$ cat config.mk
export PLATFORM = sky130hd
export DESIGN_NAME = uart_tx_frame
export DESIGN_NICKNAME = d
export VERILOG_FILES = /design/src/rtl/uart_tx_frame.sv
export SDC_FILE = /design/constraint.sdc
export NUM_CORES = 1
export LEC_CHECK = 0
export BUFFER_PORTS_ARGS = -buffer_cell sky130_fd_sc_hd__buf_2
export CORE_ASPECT_RATIO = 0.75
export CORE_MARGIN = 2
export CORE_UTILIZATION = 60
export DETAILED_ROUTE_END_ITERATION = 10
export PLACE_DENSITY = 0.82
export SLEW_MARGIN = 5
export SYNTH_ARGS = -nofsm -noshare
export SYNTH_HDL_FRONTEND = slang
export SYNTH_SLANG_ARGS = --single-unit
$ cat constraint.sdc
create_clock -name clk -period 3.2 [get_ports clk]
set_clock_uncertainty 0.05 [all_clocks]
set_input_delay 0.64 -clock clk [delete_from_list [all_inputs] [get_ports clk]]
set_output_delay 0.64 -clock clk [all_outputs]
set_load 0.05 [all_outputs]
$ cat src/rtl/uart_tx_frame.sv
// Parallel-in UART transmitter: valid/ready word intake, LSB-first framing with
// optional parity and one or two stop bits, programmable bit time and link abort.
module uart_tx_frame #(
    parameter int DATA_BITS    = 8,
    parameter int CLKS_PER_BIT = 16,
    parameter int PARITY       = 0,
    parameter int STOP_BITS    = 1
) (
    input  logic                 clk,
    input  logic                 rst,
    input  logic                 enable,
    input  logic [DATA_BITS-1:0] data,
    input  logic                 valid,
    output logic                 ready,
    output logic                 txd,
    output logic                 busy,
    output logic                 done
);

    localparam int BW = $clog2(CLKS_PER_BIT);
    localparam int CW = $clog2(DATA_BITS);
    localparam logic [BW-1:0] BAUD_LAST = BW'(CLKS_PER_BIT - 1);
    localparam logic [CW-1:0] DATA_LAST = CW'(DATA_BITS - 1);
    localparam logic [CW-1:0] STOP_LAST = CW'(STOP_BITS - 1);

    typedef enum logic [2:0] {
        S_IDLE   = 3'd0,
        S_START  = 3'd1,
        S_DATA   = 3'd2,
        S_PARITY = 3'd3,
        S_STOP   = 3'd4
    } state_t;

    state_t               state_q;
    logic [BW-1:0]        baud_q;
    logic [CW-1:0]        bit_cnt_q;
    logic [DATA_BITS-1:0] shift_q;
    logic [DATA_BITS-1:0] word_q;
    logic                 txd_q;
    logic                 busy_q;
    logic                 done_q;
    logic                 adv_s;

    // Parity is taken from the word as captured, independent of the shifter.
    function automatic logic parity_bit(input logic [DATA_BITS-1:0] w);
        if (PARITY == 2) begin
            parity_bit = ~^w;
        end else begin
            parity_bit = ^w;
        end
    endfunction

    assign adv_s = (baud_q == BAUD_LAST);
    assign ready = (state_q == S_IDLE) && enable && !rst;
    assign txd   = txd_q;
    assign busy  = busy_q;
    assign done  = done_q;

    // Frame sequencer: bit timing, shifting and all registered outputs.
    always_ff @(posedge clk) begin
        if (rst) begin
            state_q   <= S_IDLE;
            baud_q    <= BW'(0);
            bit_cnt_q <= CW'(0);
            shift_q   <= DATA_BITS'(0);
            word_q    <= DATA_BITS'(0);
            txd_q     <= 1'b1;
            busy_q    <= 1'b0;
            done_q    <= 1'b0;
        end else if (!enable) begin
            state_q   <= S_IDLE;
            baud_q    <= BW'(0);
            bit_cnt_q <= CW'(0);
            txd_q     <= 1'b1;
            busy_q    <= 1'b0;
            done_q    <= 1'b0;
        end else begin
            done_q <= 1'b0;
            case (state_q)
                S_IDLE: begin
                    if (valid) begin
                        shift_q   <= data;
                        word_q    <= data;
                        baud_q    <= BW'(0);
                        bit_cnt_q <= CW'(0);
                        txd_q     <= 1'b0;
                        busy_q    <= 1'b1;
                        state_q   <= S_START;
                    end else begin
                        txd_q <= 1'b1;
                    end
                end
                S_START: begin
                    if (adv_s) begin
                        baud_q  <= BW'(0);
                        txd_q   <= shift_q[0];
                        state_q <= S_DATA;
                    end else begin
                        baud_q <= baud_q + 1'b1;
                    end
                end
                S_DATA: begin
                    if (adv_s) begin
                        baud_q <= BW'(0);
                        if (bit_cnt_q == DATA_LAST) begin
                            bit_cnt_q <= CW'(0);
                            if (PARITY != 0) begin
                                txd_q   <= parity_bit(word_q);
                                state_q <= S_PARITY;
                            end else begin
                                txd_q   <= 1'b1;
                                state_q <= S_STOP;
                            end
                        end else begin
                            bit_cnt_q <= bit_cnt_q + 1'b1;
                            shift_q   <= {1'b0, shift_q[DATA_BITS-1:1]};
                            txd_q     <= shift_q[1];
                        end
                    end else begin
                        baud_q <= baud_q + 1'b1;
                    end
                end
                S_PARITY: begin
                    if (adv_s) begin
                        baud_q  <= BW'(0);
                        txd_q   <= 1'b1;
                        state_q <= S_STOP;
                    end else begin
                        baud_q <= baud_q + 1'b1;
                    end
                end
                S_STOP: begin
                    if (adv_s) begin
                        baud_q <= BW'(0);
                        if (bit_cnt_q == STOP_LAST) begin
                            bit_cnt_q <= CW'(0);
                            busy_q    <= 1'b0;
                            done_q    <= 1'b1;
                            state_q   <= S_IDLE;
                        end else begin
                            bit_cnt_q <= bit_cnt_q + 1'b1;
                        end
                    end else begin
                        baud_q <= baud_q + 1'b1;
                    end
                end
                default: begin
                    state_q <= S_IDLE;
                    txd_q   <= 1'b1;
                    busy_q  <= 1'b0;
                end
            endcase
        end
    end

endmodule

==> out/metrics.csv <==
metric,value,unit
outcome,finished clean,
fin_crit_sh,76.2,%
cts-resized-gates,0,
cts_sinks,21,
hold_buffers,0,
nNetsFinal,171,
grt_pass1_vias,963,
die_w,56.1,um
tightest_slew,0.666,ns
antennaDiodeCount,0,
syn_area,0.00122,mm2
p_per_area,358,mW/mm2
antenna_left,0,
clk_pin_slew,0.12,ns
slew_violations,0,
reg2reg_from,baud_q[0],
cts-root-buf,clkbuf_4,
fin_cells,178,
slew_headroom,55.0,%
die_y,43.1,um
ios,16,
fin_util,67.2,%
core_area,0.00196,mm2
setup_tns,0,ns
synthArstFlopShare,0,%
finalHoldViolations,0,
initial_core_util,62.2,%
routed_wl,2530,um
ys_seq_area_share,34.5,%
vias,1065,
drt_iter0_drc,36,
setup_viol,0,
tritoncts,yes,
wl_met3,70,um
met1Wirelength,1250,um
io_buffers,15,
postSynthAreaPerCell,8.53,um2
cts_max_level,1,
antenna_found_initial,0,
synthCells,143,
ir_worst_vdd,0.000379,V
dieArea,0.00241,mm2
detail_route.first_pass.iterations,4,
synth_edf_count,0,
synth_common_cells,"21 x dfxtp_1, 14 x nor2_1, 11 x mux2i_1, 11 x nand2_1, 10 x a21oi_1",
grt_usage,23.7,%
route.met2.wl,1190,um
worstPathRequired,2.51,ns
grt_pass1_wl,4410,um
synth-seq-cells,21,
num_rows,14,
dp.cells,174,
area_delta_synth_final,8.10,%
via_per_inst,5.98,
grt_setup_unrepaired,no,
clock.fmax,410,MHz
routed.top_layer,met4,
drive_gt1_share,18.8,%
crit_path_start_kind,flop,
maxCapViolCount,0,
criticalPathCategory,flop to output pin,
post-synth-top-count-cell,dfxtp_1,
grt-ovfl-total,0,
hold_class,flop to flop,
synth_cell_type_count,42,
gp_congestion,0.815,
arrival,1.75,ns
grt_max_degree,23,
n_fill_cell,167,
startpoint,state_q[0],
wl_per_cell,14.2,um
clockBufferDepth,2,
hold_start,shift_q[7],
synth_nets,159,
cts_setup_buffers,0,
total_leakage_power,0.479,nW
crit_path_max_fanout,15,
synth_top_area_share,34.5,%
worst_skew_pair.late_latency,0.31,ns
cts-buffers-inserted,3,
finalCriticalPeriod,2.44,ns
drcViolationCount,0,
synth_ff_type,dfxtp_1,
yosysWarnings,0,
hpwl,1830,um
synth_top_area_cell,dfxtp_1,
yosys-top-cells-area,"dfxtp_1 34%, mux2i_1 9.0%, nor2_1 4.3%",
end_kind,output pin,
==> metrics by stage <==
stage	hold slack [ns]	instance area (um2)	total power, mW	worst slack [ns]
after floorplan	0.396	1220	0.329	0.220
after global placement	0.416	1290	0.343	0.837
after detailed placement	0.431	1290	0.345	0.790
after CTS	0.446	1320	0.476	0.778
after global routing	0.490	1320	0.492	0.673
final	0.440	1320	0.472	0.761
==> placed cells by master (no fill, tap or decap), types with 4 or more instances in the layout <==
master and instances:
dfxtp_1 21, buf_2 15, nor2_1 14, nand2_1 11, mux2i_1 11, a21oi_1 10
nand2b_1 6, nor3_1 6, o21ai_0 6, a211oi_1 5, inv_1 4, ha_1 4
==> critical path: stages, from the launching register on <==
cell     delay, ns
dfxtp_1       0.51
or2_2         0.45
nor3_1        0.18
buf_2         0.29
==> flip-flops by register name, summed over array words and instances (netlist names) <==
signal     flops
busy           1
done           1
bit_cnt_q      3
txd            1
baud_q         4
state_q        3
shift_q        8
==> power by group <==
part / internal [mW] / total [mW] / switching [mW]
Clock: 0.0468 / 0.132 / 0.0857
Sequential: 0.271 / 0.279 / 0.00801
Combinational: 0.0243 / 0.0610 / 0.0367
Total: 0.342 / 0.472 / 0.130
==> cells by family (layout without fill, tap and decap cells) <==
| family | count (synthesis) | in the layout | share of synthesized area [%] |
|---|---|---|---|
| buf+inv | 14 | 25 | 5.23 |
| flops | 21 | 21 | 34.5 |
| compound gates | 37 | 37 | 23.0 |
| mux | 11 | 11 | 9.03 |
| simple gates | 56 | 56 | 24.2 |
| fa+ha+maj | 4 | 4 | 4.10 |
==> per-layer routing <==
layer	up-vias	global-route usage, %
met1	499	31.5
met5	-	0
li1	549	-
met3	2	5.49
met4	0	7.62
met2	15	38.1
==> worst paths after layout <==
| kind | slack, ns | cells after the start | to |
|---|---|---|---|
| max | 0.76 | 3 | ready |
| min | 0.44 | 2 | shift_q[7] |
| max reg2reg | 1.07 | 5 | shift_q[6] |
| min reg2reg | 0.44 | 2 | shift_q[7] |
==> area by class of cell <==
cell class | count | area, um2 | share of cell area, %
multi-input cells | 108 | 736 | 55.8
flip-flops and latches | 21 | 420 | 31.9
repair buffers | 17 | 90.1 | 6.83
well taps | 24 | 30.0 | 2.28
clock buffers | 3 | 22.5 | 1.71
inverters | 4 | 15.0 | 1.14
clock inverters | 1 | 5.00 | 0.380
Note: power is estimated with default switching activity, not from simulation.
